### src/rtl/user_move_ctrl_pkg.sv
// Shared game constants and the movement controller state type.
package user_move_ctrl_pkg;

  localparam int SCREEN_W = 320;
  localparam int SCREEN_H = 240;
  localparam int SPRITE_W = 28;
  localparam int SPRITE_H = 20;

  typedef enum logic [2:0] {
    ST_INIT_DRAW  = 3'd0,
    ST_WAIT_INIT  = 3'd1,
    ST_IDLE       = 3'd2,
    ST_ERASE      = 3'd3,
    ST_WAIT_ERASE = 3'd4,
    ST_MOVE       = 3'd5,
    ST_DRAW       = 3'd6,
    ST_WAIT_DRAW  = 3'd7
  } move_state_e;

endpackage

### src/rtl/user_x_clamp.sv
// Combinational target x for one frame step, clamped to [0, X_MAX] without wrap.
module user_x_clamp #(
  parameter int X_MAX = 292,
  parameter int STEP  = 2
) (
  input  logic [8:0] x_cur,
  input  logic       move_left,
  input  logic       move_right,
  output logic [8:0] x_target,
  output logic       move_ok
);

  logic [9:0] x_ext_s;
  logic [9:0] step_s;
  logic [9:0] max_s;
  logic [9:0] sum_s;

  // Widen to 10 bits so the subtract/add limits are compared before truncation.
  always_comb begin
    x_ext_s  = {1'b0, x_cur};
    step_s   = 10'(STEP);
    max_s    = 10'(X_MAX);
    sum_s    = x_ext_s + step_s;
    x_target = x_cur;
    if (move_left && !move_right) begin
      if (x_ext_s < step_s) begin
        x_target = 9'd0;
      end else begin
        x_target = 9'(x_ext_s - step_s);
      end
    end else if (move_right && !move_left) begin
      if (sum_s > max_s) begin
        x_target = 9'(max_s);
      end else begin
        x_target = sum_s[8:0];
      end
    end else begin
      x_target = x_cur;
    end
    move_ok = (x_target != x_cur);
  end

endmodule

### src/rtl/user_move_ctrl.sv
// Player sprite controller: per-frame left/right step as erase-move-redraw plot sequence.
module user_move_ctrl
  import user_move_ctrl_pkg::*;
#(
  parameter int X_INIT = 146,
  parameter int Y_ROW  = 200,
  parameter int X_MAX  = SCREEN_W - SPRITE_W,
  parameter int STEP   = 2
) (
  input  logic       clk,
  input  logic       reset,
  input  logic       frame_tick,
  input  logic       move_left,
  input  logic       move_right,
  input  logic       draw_done,
  output logic       draw_start,
  output logic       erase,
  output logic [8:0] x_pos,
  output logic [7:0] y_pos,
  output logic       busy
);

  move_state_e state_r;
  move_state_e state_s;
  logic [8:0]  x_pos_r;
  logic [8:0]  next_x_r;
  logic [8:0]  target_s;
  logic        move_ok_s;

  user_x_clamp #(
    .X_MAX (X_MAX),
    .STEP  (STEP)
  ) u_clamp (
    .x_cur      (x_pos_r),
    .move_left  (move_left),
    .move_right (move_right),
    .x_target   (target_s),
    .move_ok    (move_ok_s)
  );

  // Next-state logic; ticks outside IDLE are simply not looked at.
  always_comb begin
    state_s = state_r;
    case (state_r)
      ST_INIT_DRAW:  state_s = ST_WAIT_INIT;
      ST_WAIT_INIT:  if (draw_done) state_s = ST_IDLE; else state_s = ST_WAIT_INIT;
      ST_IDLE:       if (frame_tick && move_ok_s) state_s = ST_ERASE; else state_s = ST_IDLE;
      ST_ERASE:      state_s = ST_WAIT_ERASE;
      ST_WAIT_ERASE: if (draw_done) state_s = ST_MOVE; else state_s = ST_WAIT_ERASE;
      ST_MOVE:       state_s = ST_DRAW;
      ST_DRAW:       state_s = ST_WAIT_DRAW;
      ST_WAIT_DRAW:  if (draw_done) state_s = ST_IDLE; else state_s = ST_WAIT_DRAW;
      default:       state_s = ST_INIT_DRAW;
    endcase
  end

  // State and position registers; x_pos only ever changes in MOVE.
  always_ff @(posedge clk) begin
    if (reset) begin
      state_r  <= ST_INIT_DRAW;
      x_pos_r  <= 9'(X_INIT);
      next_x_r <= 9'(X_INIT);
    end else begin
      state_r <= state_s;
      if (state_r == ST_IDLE && frame_tick && move_ok_s) begin
        next_x_r <= target_s;
      end
      if (state_r == ST_MOVE) begin
        x_pos_r <= next_x_r;
      end
    end
  end

  // Plot strobes decode the state register; masked while reset is held.
  always_comb begin
    draw_start = 1'b0;
    erase      = 1'b0;
    if (!reset) begin
      draw_start = (state_r == ST_INIT_DRAW) || (state_r == ST_ERASE) || (state_r == ST_DRAW);
      erase      = (state_r == ST_ERASE) || (state_r == ST_WAIT_ERASE);
    end else begin
      draw_start = 1'b0;
      erase      = 1'b0;
    end
  end

  assign busy  = reset || (state_r != ST_IDLE);
  assign x_pos = x_pos_r;
  assign y_pos = 8'(Y_ROW);

endmodule

### config.mk
export PLATFORM = sky130hd
export DESIGN_NAME = user_move_ctrl
export DESIGN_NICKNAME = d
export VERILOG_FILES = /design/src/rtl/user_move_ctrl_pkg.sv /design/src/rtl/user_x_clamp.sv /design/src/rtl/user_move_ctrl.sv
export SDC_FILE = /design/constraint.sdc
export NUM_CORES = 1
export LEC_CHECK = 0
export ABC_AREA = 1
export BUFFER_PORTS_ARGS = -buffer_cell sky130_fd_sc_hd__buf_2
export CAP_MARGIN = 5
export CORE_UTILIZATION = 51
export DETAILED_ROUTE_END_ITERATION = 8
export PLACE_DENSITY = 0.75
export SLEW_MARGIN = 40
export SYNTH_ARGS = -nofsm -noshare
export SYNTH_HDL_FRONTEND = slang
export SYNTH_HIERARCHICAL = 1
export SYNTH_SLANG_ARGS = --single-unit
### constraint.sdc
create_clock -name clk -period 2.12 [get_ports clk]
set_input_delay 0.424 -clock clk [delete_from_list [all_inputs] [get_ports clk]]
set_output_delay 0.424 -clock clk [all_outputs]
set_load 0.02 [all_outputs]
==> impl_metrics.json, run 1 <==
{
  "synthesis.area_mm2": 0.00175,
  "die_h_um": 60.6,
  "grt-ovfl-total": 0,
  "drv_slew": 0,
  "max_slew_margin_pct": 63.4,
  "p_leak_nw": 1.26,
  "ys_types": 32,
  "worstPathMaxFanout": 8,
  "period_share_pct": 112,
  "clock.fmax_ghz": 0.423,
  "regToRegStartpoint": "x_pos[2]",
  "insertedDiodeCount": 0,
  "crit_chain": "ha_4 -> nand2_4 -> inv_2 -> nand3_1 -> nand2_1 -> nand2_2 -> nand3_2 -> nand2_2 -> nand2_4 -> nand2_8 -> nand2_2 -> nand2_2 -> nor2_1 -> nor2_1 -> nand3_1 -> nand2_1 -> inv_2 -> nand3_4 -> nor2_1 -> nor2_1",
  "fillers": 247,
  "worst_pin_slew_ns": 0.549,
  "start_kind": "flip-flop",
  "antenna_found_initial": 0,
  "r2r_slack_ns": -0.24,
  "required_ns": 2.36,
  "area_growth_pct": 43.5,
  "synth_commonest_cells": "nand2_1 (98), inv_1 (39), nand3_1 (32), nor2_1 (24), dfxtp_1 (21)",
  "cp-end-kind": "flip-flop",
  "synthTopCellsByArea": "dfxtp_1 (24%), nand2_1 (21%), nand3_1 (9.2%), inv_1 (8.4%), nor2_1 (5.2%)",
  "layout-drive-gt1-share_pct": 41.8,
  "slowest_delay_ns": 0.41,
  "first_pass_iters": 5,
  "holdBufCountCts": 0,
  "r2r-end": "next_x_r[6]",
  "final-hold-violation-count": 0,
  "fin_ws_ns": -0.245,
  "violations": "negative setup slack",
  "cts_root_buf": "clkbuf_4",
  "grt_pass1_wl_um": 8670,
  "dr_total_vias": 2195,
  "ant_nets": 0,
  "drc": 0,
  "postSynthCellCount": 299,
  "hp-class": "in2reg",
  "synth-edff-count": 0,
  "die_x_um": 60.6,
  "h-tree-depth": 1,
  "setup_viol_count_final": 10,
  "io_buffers": 17,
  "timing.critical_path.to": "next_x_r[6]",
  "synth-seq-cells": 21,
  "cp-startpoint": "x_pos[2]",
  "start_util_pct": 55.5,
  "max-vdd-ir-drop_mv": 0.340,
  "wl_per_cell_um": 13.8,
  "cp_data_arrival_time_ns": 2.60,
  "drt_wl_total_um": 5680,
  "synth_most_common_cell": "nand2_1",
  "min_path_cells": 2,
  "avgSynthCellArea_um2": 5.85,
  "min_period_ns": 2.36,
  "fin_nets": 377,
  "ys.flop_type": "dfxtp_1",
  "cts_sinks": 21,
  "ios": 26,
  "gp_congestion": 0.981,
  "seq_area_um2": 437,
  "place_area_mm2": 0.00217,
  "dp_cells": 395,
  "design_area_mm2": 0.00251,
  "crit_type": "reg2reg",
  "r2r_cells": 20,
  "viasPerCell": 5.33,
  "cts_tree": "yes",
  "die-area_mm2": 0.00367,
  "gr-usage-all-layers_pct": 31.4,
  "skew_ns": 0.00422,
  "rsz0062_at_grt": "true",
  "powerDensity_mw_per_mm2": 386,
  "multi_input_area_mm2": 0.00131,
  "synth_warnings": 6,
  "ys_async_sr_fraction_pct": 0,
  "drt-initial-drc-count": 218,
  "grt_pass1_vias": 1971,
  "synth_sequential_area_ratio_pct": 24.0,
  "cts_buffer_depth": 2,
  "synth.largest_area_cell": "dfxtp_1",
  "final_cells": 412,
  "status": "complete, but fails checks",
  "cts.clk_slew.worst_paths_ns": 0.12,
  "drv_cap": 0,
  "rows": 20,
  "place_hpwl_um": 3720,
  "insertion_delay_ns": 0.32,
  "yosys.area.top_type_share_pct": 24.0,
  "slowest_stage": "dfxtp_4",
  "core_mm2": 0.00315,
  "grt_max_degree": 14,
  "cts_buffers": 3
}
==> per-layer routing <==
layer  track usage, %  vias up  part of all wire [%]  wire, µm
li1                 -     1076                     -         -
met1             40.7      995                    42      2390
met2             52.7       99                    48      2750
met3             2.35       25                   5.5       313
met4             15.3        0                   4.0       228
met5                0        -                     0         0
==> critical path, delay by kind of cell, from the launching register on <==
family                     cells  cell delay, ns
adders and majority gates      1            0.16
buffers and inverters          2            0.20
DFF                            1            0.41
and+or+nand+nor               17            1.50
==> logic make-up (layout without fill, tap and decap cells) <==
logic type / Yosys count / after routing / synth area share, %
xor gates and xnor gates: 1 / 1 / 0.501
other: 2 / 8 / 0.429
buffers and inverters: 60 / 120 / 16.3
adders and majority gates: 2 / 2 / 1.43
AOI/OAI and AO/OA: 35 / 35 / 10.5
and+or+nand+nor: 178 / 181 / 46.8
DFF: 21 / 21 / 24.0
==> repair_timing <==
| item | CTS | global route |
|---|---|---|
| pin swaps | 21 | 26 |
| gates cloned | 3 | 0 |
| setup buffers | 5 | 5 |
| gates resized for setup | 21 | 43 |
| setup endpoints to repair | 10 | 10 |
==> cell type report <==
cell class / instances / area share (%)
multi-input cells: 227 / 52.1
repair buffers: 72 / 20.3
flip-flops and latches: 21 / 17.4
inverters: 44 / 6.93
well taps: 44 / 2.19
clock buffers: 3 / 0.897
clock inverters: 1 / 0.199
==> worst min path at each step <==
| stage | slack [ns] | end | from |
|---|---|---|---|
| 6_report | 0.40 | x_pos[5] | reset |
| 5_1_grt | 0.41 | x_pos[5] | reset |
| 4_1_cts | 0.40 | x_pos[5] | reset |
| 3_5_place_dp | 0.45 | x_pos[5] | next_x_r[5] |
| 3_3_place_gp | 0.44 | x_pos[5] | next_x_r[5] |
| 2_1_floorplan | 0.43 | x_pos[1] | next_x_r[1] |
==> registers in the layout (all words and copies together) (netlist names) <==
| name | flops |
|---|---|
| x_pos | 9 |
| next_x_r | 9 |
| state_r | 3 |
==> layout by cell type, fill, tap and decap left out, types with 2 or more instances in the layout <==
cell,count
inv_4,3
nand2_4,5
buf_2,17
dfxtp_4,3
nand3_1,26
nand3_4,5
nor2_1,19
a21oi_1,15
dfxtp_1,14
dfxtp_2,4
nand3_2,6
buf_4,52
conb_1,8
inv_2,9
a31oi_1,2
o21ai_0,7
nor2_4,6
o211ai_1,2
buf_6,3
nand2_2,23
nand4_1,3
clkinv_2,2
ha_4,2
nand2_1,76
clkbuf_4,3
nor2_2,7
inv_1,30
o21ai_1,6
==> where the power goes <==
group / leakage (nW) / switching, mW / internal, mW / total, mW
sequential: 0.172 / 0.0392 / 0.414 / 0.453
clock: 0.0177 / 0.133 / 0.0709 / 0.204
combinational: 1.07 / 0.191 / 0.122 / 0.313
==> metrics by stage <==
step                total power [mW]  worst slack, ns  hold slack [ns]  setup TNS, ns  util (%)
finish                         0.970           -0.245            0.398          -2.30      79.6
floorplan                      0.651          -0.0651            0.428        -0.0651         -
detailed placement             0.713           -0.276            0.445          -2.39      68.8
global route                    1.02           -0.377            0.407          -3.59      79.6
global placement               0.709           -0.254            0.441          -2.11      68.8
CTS                            0.942           -0.167            0.399          -1.56      74.0
(Power assumes the default switching activity.)
==> inputs of run 2 (changes only) <==
--- a/config.mk
+++ b/config.mk
@@ -5,12 +5,12 @@
 export SDC_FILE = /design/constraint.sdc
 export NUM_CORES = 1
 export LEC_CHECK = 0
-export ABC_AREA = 1
+export ABC_AREA = 0
 export BUFFER_PORTS_ARGS = -buffer_cell sky130_fd_sc_hd__buf_2
 export CAP_MARGIN = 5
-export CORE_UTILIZATION = 51
+export CORE_UTILIZATION = 52
 export DETAILED_ROUTE_END_ITERATION = 8
-export PLACE_DENSITY = 0.75
+export PLACE_DENSITY = 0.82
 export SLEW_MARGIN = 40
 export SYNTH_ARGS = -nofsm -noshare
 export SYNTH_HDL_FRONTEND = slang
==> run 2 against run 1 <==
The run still ends with negative setup slack left. Non-clock buffer count increased by 6. Hold slack improved by 0.042 ns. Power decreased by 20%. Area after synthesis increased by 3.4%. Sequential share of layout area increased by 0.87 points. Critical path depth decreased by 9. Critical path type unchanged. Largest power group unchanged. Highest routed layer unchanged.
==> impl_metrics.json, run 2 <==
{
  "status": "complete, but fails checks",
  "violations": "negative setup slack",
  "dr_total_vias": 1862,
  "die_x_um": 61.0,
  "drt-initial-drc-count": 146,
  "layout-drive-gt1-share_pct": 34.2,
  "p_leak_nw": 1.03,
  "cp_data_arrival_time_ns": 2.95,
  "synth.largest_area_cell": "dfxtp_1",
  "drc": 0,
  "rows": 21,
  "area_growth_pct": 29.6,
  "max-vdd-ir-drop_mv": 0.430,
  "io_buffers": 17,
  "clock.fmax_ghz": 0.367,
  "gp_congestion": 1.08,
  "drv_cap": 0,
  "synth-edff-count": 0,
  "first_pass_iters": 4,
  "cts.clk_slew.worst_paths_ns": 0.11,
  "ys_types": 54,
  "r2r_cells": 11,
  "regToRegStartpoint": "x_pos[2]",
  "r2r_slack_ns": -0.60,
  "fin_nets": 304,
  "ys.flop_type": "dfxtp_1",
  "hp-class": "in2reg",
  "powerDensity_mw_per_mm2": 330,
  "synth_compound_area_share_pct": 17.8,
  "period_share_pct": 128,
  "gr-usage-all-layers_pct": 28.1,
  "required_ns": 2.35,
  "synth_sequential_area_ratio_pct": 23.3,
  "postSynthCellCount": 233,
  "yosys.area_share.simple_pct": 32.8,
  "synthTopCellsByArea": "dfxtp_1 (23%), mux2i_1 (8.3%), nand2b_1 (5.9%), nor2_1 (5.2%), buf_4 (4.6%)",
  "fin_ws_ns": -0.601,
  "fillers": 280,
  "cp-end-kind": "flip-flop",
  "yosys.area.top_type_share_pct": 23.3,
  "grt-ovfl-total": 0,
  "viasPerCell": 5.46,
  "drt_wl_total_um": 4760,
  "synth-seq-cells": 21,
  "avgSynthCellArea_um2": 7.76,
  "grt_max_degree": 34,
  "ios": 26,
  "final_common_cell": "buf_4",
  "insertion_delay_ns": 0.32,
  "antenna_found_initial": 0,
  "cp-startpoint": "x_pos[2]",
  "start_kind": "flip-flop",
  "synth_warnings": 6,
  "grt_pass1_wl_um": 7710,
  "grt_pass1_vias": 1696,
  "setup_viol_count_final": 10,
  "synthesis.area_mm2": 0.00181,
  "utilization_pct": 70.2,
  "h-tree-depth": 1,
  "cts_root_buf": "clkbuf_4",
  "cts_tree": "yes",
  "skew_ns": 0.0108,
  "place_hpwl_um": 3420,
  "multi_input_area_mm2": 0.00125,
  "cts_sinks": 21,
  "min_period_ns": 2.72,
  "start_util_pct": 54.2,
  "synth_xor_area_share_pct": 1.94,
  "setup_tns_ns": -5.20,
  "cts_buffer_depth": 2,
  "final_cell_mix": "buf_4 (61), nor2_1 (25), dfxtp_1 (19)",
  "holdBufCountCts": 0,
  "synth_commonest_cells": "nor2_1 (25), dfxtp_1 (21), nand2_1 (17), nand2b_1 (17), mux2i_1 (15)",
  "seq_area_um2": 428,
  "r2r-end": "next_x_r[1]",
  "synth_most_common_cell": "nor2_1",
  "insertedDiodeCount": 0,
  "worstPathMaxFanout": 6,
  "cts_buffers": 3,
  "synth_top_family_by_area": "simple AND/OR/NAND/NOR gates",
  "timing.critical_path.to": "next_x_r[1]",
  "die-area_mm2": 0.00372,
  "ant_nets": 0,
  "ys_async_sr_fraction_pct": 0,
  "drv_slew": 0,
  "wl_per_cell_um": 14.0,
  "synthAdderAreaFrac_pct": 1.38,
  "die_h_um": 61.0,
  "muxShareOfSynthArea_pct": 9.76,
  "rsz0062_at_grt": "true",
  "crit_type": "reg2reg",
  "core_mm2": 0.00334,
  "final-hold-violation-count": 0,
  "p_total_mw": 0.774
}
-- run 2: cell types whose count changed in the layout (fill, tap and decap cells not counted), sizes merged, moves of 7 or more --
cell,previous run,this run
a21oi,17,5
inv,42,8
mux2i,0,15
nand2,105,17
nand2b,0,17
nand3,37,8
nor2,32,25
nor4,0,7
-- run 2: metrics by stage --
stage,instances,area (µm²),setup slack (ns),hold slack [ns]
final,341,2340,-0.601,0.440
after global routing,341,2340,-0.700,0.437
after CTS,340,2320,-0.533,0.425
after detailed placement,331,2220,-0.564,0.467
after global placement,331,2220,-0.472,0.457
after floorplan,239,1860,-0.633,0.448
-- run 2: critical path, cell delays in order (launching register included) --
cell and delay [ns]:
dfxtp_4 0.40, inv_4 0.05, ha_4 0.27, nand3b_1 0.11
a31oi_1 0.09, a311o_1 0.27, o211a_1 0.24, o31a_1 0.27
mux2_4 0.32, o211ai_4 0.10, and3_4 0.28, mux2i_2 0.25
-- run 2: worst min path at each step --
stage / from / end / slack (ns) / cells past startpoint
6_report: frame_tick / state_r[0] / 0.44 / 3
2_1_floorplan: next_x_r[0] / next_x_r[0] / 0.45 / 2
4_1_cts: frame_tick / state_r[0] / 0.42 / 3
5_1_grt: frame_tick / state_r[0] / 0.44 / 3
3_5_place_dp: next_x_r[8] / next_x_r[8] / 0.47 / 2
3_3_place_gp: next_x_r[3] / next_x_r[3] / 0.46 / 2
-- run 2: what timing repair did --
action	4_1_cts	5_1_grt
gates cloned	1	0
pin swaps	4	5
endpoints found under the setup margin	10	10
setup buffers	4	1
resized for setup	6	3
-- run 2: kinds of logic after synthesis --
logic type	count (synthesis)
xor+xnor	4
mux	17
compound gates	46
other cells	2
flops	21
fa+ha+maj	2
simple gates	106
buf+inv	35
-- run 2: power breakdown --
part	total, mW	switching (mW)	internal (mW)
Sequential	0.415	0.0160	0.399
Combinational	0.162	0.0858	0.0763
Clock	0.196	0.125	0.0707
-- run 2: per-layer routing --
| layer | part of all wire, % | GRT usage, % | up-vias |
|---|---|---|---|
| li1 | - | - | 934 |
| met1 | 44 | 36.5 | 866 |
| met2 | 50 | 48.4 | 53 |
| met3 | 4.6 | 2.13 | 9 |
| met4 | 2.1 | 11.0 | 0 |
| met5 | 0 | 0 | - |
-- run 2: cell type report --
class	instances	share of cell area [%]
clock buffers	3	0.962
clock inverters	1	0.214
inverters	8	1.39
multi-input cells	184	53.5
flip-flops and latches	21	18.3
well taps	46	2.46
repair buffers	78	23.2
==> inputs of run 3 (changes only) <==
--- a/config.mk
+++ b/config.mk
@@ -8,9 +8,9 @@
 export ABC_AREA = 0
 export BUFFER_PORTS_ARGS = -buffer_cell sky130_fd_sc_hd__buf_2
 export CAP_MARGIN = 5
-export CORE_UTILIZATION = 52
+export CORE_UTILIZATION = 40
 export DETAILED_ROUTE_END_ITERATION = 8
-export PLACE_DENSITY = 0.82
+export PLACE_DENSITY = 0.67
 export SLEW_MARGIN = 40
 export SYNTH_ARGS = -nofsm -noshare
 export SYNTH_HDL_FRONTEND = slang
==> run 3 against run 2 <==
The flow still finishes with violations (negative setup slack). Final area up 1.5%. Critical path depth unchanged. Global-route usage down 8.4 points. Die area up 29%. Clock skew down 0.0025 ns. Final cell count up 1.2%. Routed wire length up 4.5%. Clock power up 32%. Non-clock buffer count down 2. Hold slack worse by 0.012 ns.
==> impl_metrics.json, run 3 (synthesis gave the netlist of run 2 again) <==
{
  "max-vdd-ir-drop_mv": 0.225,
  "cp_data_arrival_time_ns": 2.82,
  "first_pass_iters": 5,
  "fin_ws_ns": -0.521,
  "violations": "negative setup slack",
  "die_x_um": 69.2,
  "setup_viol_count_final": 10,
  "ios": 26,
  "dr_total_vias": 1908,
  "clock.fmax_ghz": 0.379,
  "io_buffers": 17,
  "cts_buffer_depth": 2,
  "gr-usage-all-layers_pct": 19.7,
  "min_period_ns": 2.64,
  "wl_per_cell_um": 14.4,
  "grt-ovfl-total": 0,
  "cts_sinks": 21,
  "drt-initial-drc-count": 206,
  "core_mm2": 0.00435,
  "skew_ns": 0.00825,
  "viasPerCell": 5.53,
  "drv_slew": 0,
  "h-tree-depth": 1,
  "p_total_mw": 0.837,
  "final_cell_mix": "buf_4 (59), nor2_1 (25), dfxtp_1 (19)",
  "start_kind": "flip-flop",
  "cts.clk_slew.worst_paths_ns": 0.08,
  "worstPathMaxFanout": 5,
  "start_util_pct": 41.5,
  "final-hold-violation-count": 0,
  "powerDensity_mw_per_mm2": 352,
  "crit_type": "reg2reg",
  "die-area_mm2": 0.00479,
  "cts_buffers": 3,
  "status": "complete, but fails checks",
  "grt_max_degree": 30,
  "grt_pass1_vias": 1661,
  "drv_cap": 0,
  "ant_nets": 0,
  "rsz0062_at_grt": "true",
  "gp_congestion": 0.973,
  "drt_wl_total_um": 4970,
  "rows": 24,
  "cts_tree": "yes",
  "p_leak_nw": 1.02,
  "layout-drive-gt1-share_pct": 34.5,
  "hp-class": "in2reg",
  "antenna_found_initial": 0,
  "period_share_pct": 125,
  "cts_root_buf": "clkbuf_8",
  "required_ns": 2.30,
  "grt_pass1_wl_um": 7710,
  "utilization_pct": 54.6,
  "die_h_um": 69.2,
  "place_hpwl_um": 3510,
  "fin_nets": 302,
  "cp-end-kind": "flip-flop",
  "drc": 0,
  "insertion_delay_ns": 0.26,
  "area_growth_pct": 31.5,
  "final_common_cell": "buf_4",
  "insertedDiodeCount": 0
}
[run 3: metal layers]
layer / share of wire [%] / vias up / wire length [µm] / GRT usage [%]
li1: - / 926 / - / -
met1: 45 / 885 / 2230 / 26.2
met2: 47 / 77 / 2350 / 32.8
met3: 5.4 / 20 / 267 / 1.74
met4: 2.6 / 0 / 130 / 7.94
met5: 0 / - / 0 / 0
[run 3: final cells by class]
type / count / area [µm²]
Timing Repair Buffer: 76 / 528
Multi-Input combinational cell: 184 / 1280
Sequential cell: 21 / 428
Clock buffer: 4 / 45.0
Tap cell: 52 / 65.1
Inverter: 8 / 32.5
Fill cell: 382 / 1980
[run 3: final timing paths]
path / startpoint / to / slack (ns) / cells past startpoint
worst min-delay path: reset / state_r[1] / 0.43 / 2
worst max register to register: x_pos[2] / next_x_r[5] / -0.52 / 11
worst max-delay path: x_pos[2] / next_x_r[5] / -0.52 / 11
worst min register to register: next_x_r[6] / next_x_r[6] / 0.48 / 2
[run 3: report_power, final]
group / total [mW] / internal [mW] / switching [mW]
Combinational: 0.162 / 0.0745 / 0.0874
Sequential: 0.415 / 0.399 / 0.0164
Clock: 0.259 / 0.134 / 0.126
[run 3: what timing repair did]
item | CTS | global route
buffers inserted | 7 | 1
gates cloned | 1 | 0
resized for setup | 2 | 12
endpoints found under the setup margin | 10 | 10
pin swaps | 10 | 5
hold buffers | 0 | 0
[run 3: worst max-delay path: stages, from the launching register on]
cell,delay (ns)
dfxtp_4,0.39
inv_4,0.05
ha_4,0.27
or3_1,0.11
a21oi_2,0.05
a311o_1,0.32
o211a_1,0.23
o31a_1,0.28
mux2_4,0.32
o211ai_4,0.08
and3_4,0.27
mux2i_1,0.20
[run 3: through the flow]
step | TNS, ns | cells | instance area, µm² | hold slack (ns) | setup WS, ns
3_5_place_dp | -5.29 | 334 | 2200 | 0.474 | -0.562
3_3_place_gp | -4.96 | 334 | 2200 | 0.460 | -0.515
5_1_grt | -5.77 | 345 | 2380 | 0.443 | -0.612
2_1_floorplan | -6.03 | 239 | 1860 | 0.448 | -0.633
4_1_cts | -4.94 | 344 | 2300 | 0.427 | -0.531
6_report | -4.77 | 345 | 2380 | 0.428 | -0.521
